File: src/rtl/adder_arbiter.sv
// Round-robin arbiter sharing one stb/ack floating-point adder among NREQ requesters.
// Optional grant locking across back-to-back sums: define ADDER_ARB_LOCK_EN.
module adder_arbiter #(
  parameter int NREQ       = 4,
  parameter int DATALENGTH = 32
) (
  input  logic                       Clock,
  input  logic                       Reset_n,
  input  logic [NREQ-1:0]            Req,
  input  logic [NREQ-1:0]            Lock,
  input  logic [NREQ*DATALENGTH-1:0] OpA,
  input  logic [NREQ*DATALENGTH-1:0] OpB,
  output logic [NREQ-1:0]            Gnt,
  output logic [NREQ-1:0]            Done,
  output logic [DATALENGTH-1:0]      Result,
  output logic                       Busy,
  output logic [DATALENGTH-1:0]      Add_a,
  output logic [DATALENGTH-1:0]      Add_b,
  output logic                       Add_a_stb,
  output logic                       Add_b_stb,
  output logic                       Add_z_ack,
  input  logic                       Add_a_ack,
  input  logic                       Add_b_ack,
  input  logic                       Add_z_stb,
  input  logic [DATALENGTH-1:0]      Add_z
);

  localparam int PTR_W = (NREQ > 1) ? $clog2(NREQ) : 1;
  localparam logic [NREQ-1:0] ONE_HOT0 = NREQ'(1);

  typedef enum logic [2:0] {
    IDLE, SEND_A, WAIT_A, SEND_B, WAIT_B, WAIT_Z, DONE
  } state_t;

  state_t                  state_q, state_d;
  logic [PTR_W-1:0]        ptr_q, ptr_d;
  logic [NREQ-1:0]         gnt_q, gnt_d;
  logic [NREQ-1:0]         done_q, done_d;
  logic [DATALENGTH-1:0]   result_q, result_d;
  logic                    busy_q, busy_d;
  logic [DATALENGTH-1:0]   add_a_q, add_a_d;
  logic [DATALENGTH-1:0]   add_b_q, add_b_d;
  logic                    a_stb_q, a_stb_d;
  logic                    b_stb_q, b_stb_d;
  logic                    z_ack_q, z_ack_d;

  logic [PTR_W-1:0]        sel_idx;
  logic                    sel_found;
  logic [PTR_W-1:0]        cand;

`ifndef ADDER_ARB_LOCK_EN
  logic unused_lock;
  assign unused_lock = ^Lock;
`endif

  // Search upward from the requester after the last winner, wrapping at NREQ.
  always_comb begin
    sel_idx   = '0;
    sel_found = 1'b0;
    cand      = '0;
    for (int i = 1; i <= NREQ; i++) begin
      cand = PTR_W'((int'(ptr_q) + i) % NREQ);
      if (!sel_found && Req[cand]) begin
        sel_found = 1'b1;
        sel_idx   = cand;
      end
    end
  end

  always_comb begin
    state_d  = state_q;
    ptr_d    = ptr_q;
    gnt_d    = gnt_q;
    done_d   = '0;
    result_d = result_q;
    add_a_d  = add_a_q;
    add_b_d  = add_b_q;
    a_stb_d  = a_stb_q;
    b_stb_d  = b_stb_q;
    z_ack_d  = 1'b0;

    case (state_q)
      IDLE: begin
        if (sel_found) begin
          gnt_d   = ONE_HOT0 << sel_idx;
          ptr_d   = sel_idx;
          add_a_d = OpA[sel_idx*DATALENGTH +: DATALENGTH];
          add_b_d = OpB[sel_idx*DATALENGTH +: DATALENGTH];
          state_d = SEND_A;
        end
      end
      SEND_A: begin
        if (Add_a_ack) begin
          a_stb_d = 1'b1;
          state_d = WAIT_A;
        end
      end
      WAIT_A: begin
        if (!Add_a_ack) begin
          a_stb_d = 1'b0;
          state_d = SEND_B;
        end
      end
      SEND_B: begin
        if (Add_b_ack) begin
          b_stb_d = 1'b1;
          state_d = WAIT_B;
        end
      end
      WAIT_B: begin
        if (!Add_b_ack) begin
          b_stb_d = 1'b0;
          state_d = WAIT_Z;
        end
      end
      WAIT_Z: begin
        if (Add_z_stb) begin
          result_d = Add_z;
          z_ack_d  = 1'b1;
          done_d   = ONE_HOT0 << ptr_q;
          state_d  = DONE;
        end
      end
      DONE: begin
        gnt_d   = '0;
        state_d = IDLE;
`ifdef ADDER_ARB_LOCK_EN
        // Locked owner keeps the adder; Ptr stays put so others wait.
        if (Lock[ptr_q] && Req[ptr_q]) begin
          gnt_d   = gnt_q;
          add_a_d = OpA[ptr_q*DATALENGTH +: DATALENGTH];
          add_b_d = OpB[ptr_q*DATALENGTH +: DATALENGTH];
          state_d = SEND_A;
        end
`endif
      end
      default: state_d = IDLE;
    endcase

    busy_d = (state_d != IDLE);
  end

  always_ff @(posedge Clock or negedge Reset_n) begin
    if (!Reset_n) begin
      state_q  <= IDLE;
      ptr_q    <= PTR_W'(NREQ - 1);
      gnt_q    <= '0;
      done_q   <= '0;
      result_q <= '0;
      busy_q   <= 1'b0;
      add_a_q  <= '0;
      add_b_q  <= '0;
      a_stb_q  <= 1'b0;
      b_stb_q  <= 1'b0;
      z_ack_q  <= 1'b0;
    end else begin
      state_q  <= state_d;
      ptr_q    <= ptr_d;
      gnt_q    <= gnt_d;
      done_q   <= done_d;
      result_q <= result_d;
      busy_q   <= busy_d;
      add_a_q  <= add_a_d;
      add_b_q  <= add_b_d;
      a_stb_q  <= a_stb_d;
      b_stb_q  <= b_stb_d;
      z_ack_q  <= z_ack_d;
    end
  end

  assign Gnt       = gnt_q;
  assign Done      = done_q;
  assign Result    = result_q;
  assign Busy      = busy_q;
  assign Add_a     = add_a_q;
  assign Add_b     = add_b_q;
  assign Add_a_stb = a_stb_q;
  assign Add_b_stb = b_stb_q;
  assign Add_z_ack = z_ack_q;

endmodule

File: config.mk
export PLATFORM = sky130hd
export DESIGN_NAME = adder_arbiter
export DESIGN_NICKNAME = d
export VERILOG_FILES = /design/src/rtl/adder_arbiter.sv
export SDC_FILE = /design/constraint.sdc
export NUM_CORES = 1
export LEC_CHECK = 0
export CORE_AREA = 2 2 159 161
export CTS_CLUSTER_SIZE = 16
export DETAILED_ROUTE_END_ITERATION = 7
export DIE_AREA = 0 0 161 163
export GPL_ROUTABILITY_DRIVEN = 0
export GPL_TIMING_DRIVEN = 0
export MAX_ROUTING_LAYER = met4
export PLACE_DENSITY = 0.66
export SYNTH_ARGS = -nofsm -noshare
export SYNTH_HDL_FRONTEND = slang
export SYNTH_SLANG_ARGS = --single-unit
export TNS_END_PERCENT = 10
File: constraint.sdc
create_clock -name Clock -period 3.5 [get_ports Clock]
set_input_delay 0.35 -clock Clock [delete_from_list [all_inputs] [get_ports Clock]]
set_output_delay 0.35 -clock Clock [all_outputs]
set_load 0.01 [all_outputs]
======== Word-level counts from Yosys, hierarchy flattened ========
Cells that the tools add are included.
storage, ports and cells
  word-level logic and storage cells ...... 85
  register bits after elaboration ......... 113
  output and inout port bits .............. 108
operators by class
  reductions and logical operators ........ 16
  muxes and demuxes ....................... 35
  equality and inequality tests ........... 11
  magnitude comparators ................... 4
  add/subtract/negate cells ............... 4
  shift operators ......................... 4
operator list
  operator                                              number
  indexed part select 128 x 8 -> 32 bit                 2
  2-to-1 mux 3 bit                                      6
  case mux 3 bit (6 select lines)                       1
  2-to-1 mux 1 bit                                      14
  < comparator 2 x 3 -> 1 bit (second input constant)   4
  2-to-1 mux 4 bit                                      3
  != test 2 bit (second input constant)                 5
  equality test 3 bit (second input constant)           3
  binary-select mux 1 bit (select 2 bit)                4
  2-to-1 mux 2 bit                                      4
  case mux 4 bit (2 select lines)                       1
  left shift 1 x 2 -> 4 bit (first input constant)      2
  equality test 3 x 2 -> 1 bit (second input constant)  2
  AND reduction 2 bit                                   3
  AND reduction 3 bit                                   2
  nonzero test 2 bit                                    3
  adder 2 x 1 -> 2 bit (second input constant)          2
  adder 2 bit (second input constant)                   2
  case mux 1 bit (2 select lines)                       2
  equality test 3 x 1 -> 1 bit (second input constant)  1
  logical AND 1 bit                                     3
  logical NOT 1 bit                                     3
  logical NOT 3 bit                                     1
  nonzero test 3 bit                                    1

======== Longest topological paths before layout ========
Gate-level depths: netlist of the first run.
  depth in word-level cells ............... 16
  gate-level depth with buffers ........... 13
  depth with buffers taken out ............ 9

======== Least setup slack after synthesis of the first run ========
No wires, ideal clock.
  kind .................................... reg-to-reg
  start point ............................. register ptr_q[0]
  end point ............................... register add_a_q[10], in the netlist Add_a[10]
  setup slack ............................. 0.528 ns
  stages on the path, launching flop included .. 13
  required time ........................... 3.362 ns
  arrival ................................. 2.834 ns
  path through ............................ dfstp_2 buf_2 inv_1 ha_1 buf_2 mux2i_1 mux2i_1 nor3_1 o32a_1 buf_4 buf_2 mux2i_1 o221ai_1
on the way
  word-level cells in the longest chain between the ends .. 14
  elaborated cells on any way between the ends .. 28
  those cells by class .................... add/sub (4); shift (1); mux (16); reduce/logical (7)
RTL lines
  element                                                                       line  text
  from (decl)                                                                   36    logic [PTR_W-1:0] ptr_q, ptr_d;
  from (signal assigned)                                                        146   ptr_q <= PTR_W'(NREQ - 1);
  from (signal assigned)                                                        158   ptr_q <= ptr_d;
  adder 2 x 1 -> 2 bit                                                          62    cand = PTR_W'((int'(ptr_q) + i) % NREQ);
  binary-select mux 1 bit (select 2 bit)                                        63    if (!sel_found && Req[cand]) begin
  2-to-1 mux 1 bit (implied by the code)                                        63
  2-to-1 mux 1 bit                                                              63
  logical NOT 1 bit                                                             63
  logical AND 1 bit                                                             63
  2-to-1 mux 1 bit                                                              63
  logical NOT 1 bit                                                             63
  logical AND 1 bit                                                             63
  2-to-1 mux 1 bit                                                              63
  logical NOT 1 bit                                                             63
  logical AND 1 bit                                                             63
  2-to-1 mux 2 bit or 2-to-1 mux 1 bit (tied branches)                          63
  indexed part select 128 x 8 -> 32 bit or AND reduction 2 bit (tied branches)  n/a
  to (signal assigned)                                                          151   add_a_q <= '0;
  to (signal assigned)                                                          163   add_a_q <= add_a_d;
  to (decl)                                                                     41    logic [DATALENGTH-1:0] add_a_q, add_a_d;
Parallel ways exist; a longest one is shown, timed or not. The select of a mux whose other input is x is not followed.
A chain may end at the register's enable or synchronous reset.

======== Final worst setup path of the first run ========
  start point ............................. register ptr_q[0]
  end point ............................... register add_b_q[19], in the netlist Add_b[19]
on the way
  word-level cells in the longest chain between the ends .. 14
  elaborated cells on any way between the ends .. 28
  those cells by class .................... add/sub (4); shift (1); mux (16); reduce/logical (7)
RTL lines
  element                                                                       line  text
  adder 2 x 1 -> 2 bit                                                          62
  binary-select mux 1 bit (select 2 bit)                                        63
  2-to-1 mux 1 bit (implied by the code)                                        63
  2-to-1 mux 1 bit                                                              63
  logical NOT 1 bit                                                             63
  logical AND 1 bit                                                             63
  2-to-1 mux 1 bit                                                              63
  logical NOT 1 bit                                                             63
  logical AND 1 bit                                                             63
  2-to-1 mux 1 bit                                                              63
  logical NOT 1 bit                                                             63
  logical AND 1 bit                                                             63
  2-to-1 mux 2 bit or 2-to-1 mux 1 bit (tied branches)                          63
  indexed part select 128 x 8 -> 32 bit or AND reduction 2 bit (tied branches)  n/a
  to (signal assigned)                                                          152   add_b_q <= '0;
  to (signal assigned)                                                          164   add_b_q <= add_b_d;
  to (decl)                                                                     42    logic [DATALENGTH-1:0] add_b_q, add_b_d;
Parallel ways exist; a longest one is shown, timed or not. The select of a mux whose other input is x is not followed.

==> run_results.csv, run 1 <==
group,metric,value,unit
worst_setup_path,worstPathArrival,3.56,ns
power,internal_power,0.00632,W
grt,grt_pass1_vias,6631,
worst_setup_path,timing_worst_setup_path_type,"register to register",
worst_setup_path,endpoint_kind,"register",
detailed_routing,route.detailed.drc,0,
power,pwr-share-seq,21.4,%
detailed_routing,first_iter_violations,344,
synthesis,synthCells,602,
sta,max-slew-margin-rel,43.2,%
synthesis,synth-simple-area-share,13.3,%
clocking,clkLatencyLatePin,0.41,ns
placement,place_ws,-0.560,ns
sta,fmax,0.303,GHz
synthesis,syn_area,6270,sq um
clocking,cts_tree,"yes",
power,p_total,0.0107,W
floorplan,dieHeight,163,um
sta,final_hold_viol_count,0,
clocking,cts.sinks,113,
worst_setup_path,cpMaxStageDelayCell,"dfstp_2",
power,combPwrFrac,62.8,%
synthesis,synth_compound_area_share,12.0,%
clocking,cts_made_buffers,17,
power,leakage,5.07,nW
power,p_clk_share,15.8,%
synthesis,synth_adder_area_share,0.798,%
synthesis,synthXorXnorAreaFrac,0,%
synthesis,yosysMostFrequentCell,"nand2_1",
power,p_switching,0.00437,W
power,sw_frac_of_total,40.9,%
worst_setup_path,worstPathRequired,3.76,ns
sta,final.min_clock_period,3.30,ns
clocking,htree_levels,4,
cells_and_area,drive_gt1_share,8.58,%
power,powerDensity,937,nW/um^2
worst_setup_path,worstPathMaxFanout,10,
run,cap_violations,0,
detailed_routing,wire_per_inst,20.1,um
synthesis,synth_top_family_by_area,"multiplexers",
synthesis,synth_ff_type,"dfrtp_1",
grt,grt_pass1_wl,40100,um
cells_and_area,fin_cells,1368,
cells_and_area,fillCellCount,2413,
detailed_routing,routed_wl,27500,um
detailed_routing,vias_per_cell,4.67,
placement,hpwlAfterDp,21500,um
synthesis,syn_nets,907,
grt,antenna_found_initial,1,
run_status,outcome,"complete, no violations",
worst_setup_path,slowest_delay,0.59,ns
synthesis,yosys-top-cells-area,"dfrtp_1 44%, mux2i_1 21%, nand2_1 10%",
power,peakVddDrop,0.406,mV
synthesis,post_synth_num_cell_types,45,
placement,placement.io_buffers,400,
placement,place_inst,1334,
detailed_routing,num_vias,6395,
sta,clock_skew,0.0126,ns
clocking,clkTransAtPathRegs,0.06,ns
cells_and_area,areaGrowthSynthToFinish,82.1,%
grt,track_usage,21.1,%
worst_setup_path,crit_family,"buffers and inverters",
grt,gr-total-overflow,0,
worst_setup_path,cp_num_buf_inv,5,
worst_setup_path,cp_cell_sequence,"buf_4 > clkinvlp_4 > ha_1 > clkbuf_4 > mux4_2 > nor2b_4 > or2_1 > and3_4 > a21oi_4 > buf_12 > buf_12 > mux2i_2 > o221ai_1",
synthesis,synth.mux.area_fraction,22.3,%
synthesis,avgSynthCellArea,10.4,sq um
worst_hold_path,min_path_type,"primary input to async pin",
floorplan,die_w,161,um
worst_setup_path,critPathLaunchType,"register",
synthesis,ys_seq_area_share,45.1,%
floorplan,start_util,25.4,%
floorplan,num_io_pins,409,
cells_and_area,fin_nets,1329,
floorplan,design.die.area,26200,sq um
cells_and_area,final_util,46.3,%
floorplan,placementRows,58,
clocking,clockBufferDepth,2,
clocking,cts-root-buf,"clkbuf_16",
sta,rsz0062_at_grt,"no",
synthesis,synth_area_leader_cell,"dfrtp_1",
sta,worstMarginPinSlew,0.852,ns
synthesis,yosys_warnings,0,
detailed_routing,ant_nets,0,
synthesis,synthTopCellsByCount,"167 x nand2_1, 131 x mux2i_1, 111 x dfrtp_1",
sta,fin_crit_sh,94.3,%
worst_setup_path,ff2ff_setup_slack,0.20,ns
detailed_routing,dr.pass1.iters,7,
synthesis,synth_top_area_share,44.3,%
sta,slew_viol_final,0,
synthesis,synth_async_sr_flop_share,100,%
synthesis,synth_seq_cells,113,
worst_setup_path,crit_path_frequent_cell,"buf_12",
sta,finalSetupViolCount,0,
synthesis,synth_edf_count,0,
floorplan,coreArea,24700,sq um
grt,grt_max_degree,72,
sta,fin_ws,0.198,ns
-- kinds of logic (layout without fill, tap and decap cells) --
kind of cell	Yosys count	after routing
other cells	0	1
mux	136	136
buf+inv	55	490
flops	113	113
compound gates	93	93
simple gates	201	201
fa+ha+maj	4	4
-- sequential cells by signal, summed over array words and instances, names as in the netlist --
register / count
Add_z_ack: 1
Add_a: 32
Add_a_stb: 1
Result: 32
state_q: 3
Gnt: 4
Done: 4
Add_b: 32
ptr_q: 2
Add_b_stb: 1
Busy: 1
-- path summary, 6_finish.rpt --
| kind | startpoint | endpoint | depth (start not counted) |
|---|---|---|---|
| max | ptr_q[0] | Add_b[19] | 13 |
| min | Reset_n | Result[7] | 2 |
| max reg2reg | ptr_q[0] | Add_b[19] | 13 |
| min reg2reg | Result[30] | Result[30] | 2 |
| max in group asynchronous | Reset_n | Add_b[1] | 3 |
| min in group Clock | Req[3] | state_q[0] | 4 |
-- timing repair --
action | 4_1_cts | 5_1_grt
setup endpoints to repair | 62 | 64
buffers inserted | 1 | 0
pin swaps | 0 | 1
hold buffers | 1 | 0
hold endpoints to repair | 42 | 0
gates resized for setup | 14 | 23
-- stage by stage --
step                      area [sq um]  TNS (ns)  hold slack [ns]
after global placement           10700   -319.26            0.460
after detailed placement         10700    -14.69            0.304
after global routing             11400         0            0.447
final                            11400         0            0.421
after floorplan                   6270         0           0.0544
after CTS                        11400         0            0.421
-- per-layer routing --
| metal | track usage [%] | up-vias | share of wire (%) |
|---|---|---|---|
| met1 | 26.3 | 3086 | 43 |
| met5 | - | - | 0 |
| met3 | 4.38 | 45 | 5.1 |
| met4 | 7.14 | 0 | 2.4 |
| met2 | 34.4 | 239 | 49 |
| li1 | - | 3025 | - |
-- cells in the final DEF, fill, tap and decap left out, drive strengths merged, types with 6 or more instances in the layout --
cell / n
dfrtp: 111
clkdlybuf4s50: 399
inv: 7
buf: 27
clkinv: 6
o21ai: 11
o221ai: 64
mux2i: 131
clkbuf: 42
nand3: 7
clkinvlp: 7
nand2: 168
-- power by group through the flow --
stage               sequential (W)  clock, W  combinational (W)
global route               0.00236   0.00178            0.00723
finish                     0.00228   0.00169            0.00672
CTS                        0.00228   0.00173            0.00669
floorplan                  0.00251         0            0.00357
detailed placement         0.00229         0            0.00658
global placement           0.00227         0            0.00653
-- layout make-up --
class                   count  area (sq um)  area share [%]
flip-flops and latches    113          2830            24.8
diodes                      1          2.50          0.0219
clock inverters            14           133            1.16
plain buffers              47           430            3.77
multi-input cells         434          3090            27.0
clock buffers              18           439            3.85
well taps                 330           413            3.62
repair buffers            404          4060            35.5
inverters                   7          30.0           0.263
Note: power is estimated with default switching activity, not from simulation.
==> run 2, diff against run 1 <==
- ABC_AREA: default -> 0
==> results of run 2 <==
Final layout, timing and power as in run 1 (identical DEF).
==> run 3, diff against run 2 <==
- PLACE_DENSITY: 0.66 -> default
- PLACE_DENSITY_LB_ADDON: default -> 0.08
- SLEW_MARGIN: default -> 20
==> run 3 against run 2 <==
Flip-flop and latch count unchanged; critical path type unchanged; fmax fell by 1.1%; highest routed layer unchanged; critical endpoint is now Add_b[25]; non-clock buffer count unchanged; critical path depth decreased by 1; largest cell class unchanged.
==> run_results.csv, run 3 (synthesized netlist as in run 1, its figures left out) <==
group,metric,value,unit
worst_setup_path,timing_worst_setup_path_type,"register to register",
detailed_routing,wire_per_inst,20.6,um
grt,antenna_found_initial,0,
power,peakVddDrop,0.348,mV
worst_setup_path,ff2ff_path_depth,12,
detailed_routing,routed_wl,28100,um
detailed_routing,route.detailed.drc,0,
run_status,outcome,"complete, no violations",
power,powerDensity,939,nW/um^2
power,leakage,5.09,nW
floorplan,dieHeight,163,um
worst_setup_path,r2r_end,"Add_b[25]",
worst_setup_path,crit_start,"ptr_q[0]",
sta,hold_slack,0.269,ns
clocking,cts-root-buf,"clkbuf_16",
floorplan,num_io_pins,409,
clocking,cts_made_buffers,17,
detailed_routing,dr.pass1.iters,5,
clocking,htree_levels,4,
cells_and_area,final_cell_mix,"399 x clkdlybuf4s50_1, 167 x nand2_1, 125 x mux2i_1",
worst_setup_path,reg2reg_from,"ptr_q[0]",
grt,gr-total-overflow,0,
sta,fin_crit_sh,95.3,%
cells_and_area,areaGrowthSynthToFinish,82.4,%
clocking,clkLatencyLatePin,0.43,ns
floorplan,placementRows,58,
grt,track_usage,21.8,%
power,sw_frac_of_total,40.3,%
detailed_routing,vias_per_cell,4.61,
cells_and_area,drive_gt1_share,8.58,%
worst_setup_path,worstPathRequired,3.78,ns
power,combPwrFrac,61.5,%
worst_setup_path,cp-endpoint,"Add_b[25]",
worst_setup_path,ff2ff_setup_slack,0.16,ns
cells_and_area,fin_nets,1329,
sta,finalSetupViolCount,0,
floorplan,coreArea,24700,sq um
worst_setup_path,worstPathMaxFanout,11,
sta,fin_ws,0.163,ns
run,cap_violations,0,
grt,grt_pass1_wl,40900,um
detailed_routing,first_iter_violations,252,
power,p_clk_share,17.3,%
placement,placement.io_buffers,400,
sta,worstMarginPinSlew,0.695,ns
cells_and_area,final_common_cell,"clkdlybuf4s50_1",
clocking,cts_tree,"yes",
worst_setup_path,worstPathArrival,3.62,ns
placement,hpwlAfterDp,22600,um
sta,tns,0,ns
clocking,clockBufferDepth,2,
detailed_routing,ant_nets,0,
clocking,cts.sinks,113,
detailed_routing,num_vias,6300,
power,p_total,0.0107,W
floorplan,die_w,161,um
placement,place_ws,-0.300,ns
grt,grt_max_degree,61,
worst_hold_path,min_path_type,"primary input to register",
sta,rsz0062_at_grt,"no",
floorplan,start_util,25.4,%
sta,clock_skew,0.00972,ns
sta,final.min_clock_period,3.34,ns
power,internal_power,0.00642,W
power,pwr-share-seq,21.2,%
sta,final_hold_viol_count,0,
clocking,clkTransAtPathRegs,0.06,ns
sta,slew_viol_final,0,
worst_setup_path,critPathLaunchType,"register",
worst_setup_path,endpoint_kind,"register",
power,p_switching,0.00433,W
floorplan,design.die.area,26200,sq um
grt,grt_pass1_vias,6560,
cells_and_area,final_util,46.4,%
sta,max-slew-margin-rel,53.7,%
sta,fmax,0.300,GHz
-- run 3: worst max-delay path, cell delays in order (launching register included) --
cell        delay (ns)
dfstp_2           0.59
clkbuf_4          0.23
clkinvlp_4        0.12
ha_1              0.28
buf_2             0.22
mux2i_2           0.29
mux2i_1           0.12
nor3_1            0.23
o32a_1            0.23
buf_6             0.21
buf_6             0.21
mux2i_1           0.29
o221ai_1          0.16
-- run 3: per-stage QoR --
| stage | instances | instance area [sq um] |
|---|---|---|
| 2_1_floorplan | 602 | 6270 |
| 3_3_place_gp | 1332 | 10700 |
| 3_5_place_dp | 1334 | 10700 |
| 4_1_cts | 1368 | 11400 |
| 5_1_grt | 1367 | 11400 |
| 6_report | 1368 | 11400 |
-- run 3: metal layers --
metal	global-route usage, %	share of wire, %	vias up
met5	-	0	-
li1	-	-	3030
met1	24.8	40	3021
met3	5.60	5.6	27
met2	38.6	53	222
met4	5.28	1.3	0
-- run 3: worst min path at each step --
stage	start	endpoint	slack, ns	cells after the start
2_1_floorplan	Reset_n	Add_a[0]	0.05	0
3_3_place_gp	Result[15]	Result[15]	0.46	2
6_report	Req[3]	state_q[0]	0.27	3
3_5_place_dp	Reset_n	Result[5]	0.33	1
5_1_grt	Req[3]	state_q[0]	0.29	3
4_1_cts	Req[3]	state_q[0]	0.25	3
-- run 3: cell type report --
class                   instances  area (sq um)
inverters                       7          30.0
multi-input cells             434          3070
repair buffers                404          4060
diodes                          1          2.50
plain buffers                  47           418
clock buffers                  18           439
well taps                     330           413
clock inverters                14           179
fillers                      2424         13200
flip-flops and latches        113          2830
-- run 3: timing repair --
action                     4_1_cts  5_1_grt
setup endpoints to repair       64       59
resized for setup               13       17
setup buffers                    1        0
hold buffers                     1        0
hold endpoints to repair        57        0
pin swaps                        0        1
-- run 3: power groups by stage --
stage          Clock (W)  Combinational, W  Sequential (W)
4_1_cts          0.00190           0.00664         0.00227
5_1_grt          0.00195           0.00710         0.00235
3_3_place_gp           0           0.00655         0.00227
3_5_place_dp           0           0.00656         0.00227
6_report         0.00186           0.00661         0.00227
2_1_floorplan          0           0.00357         0.00251
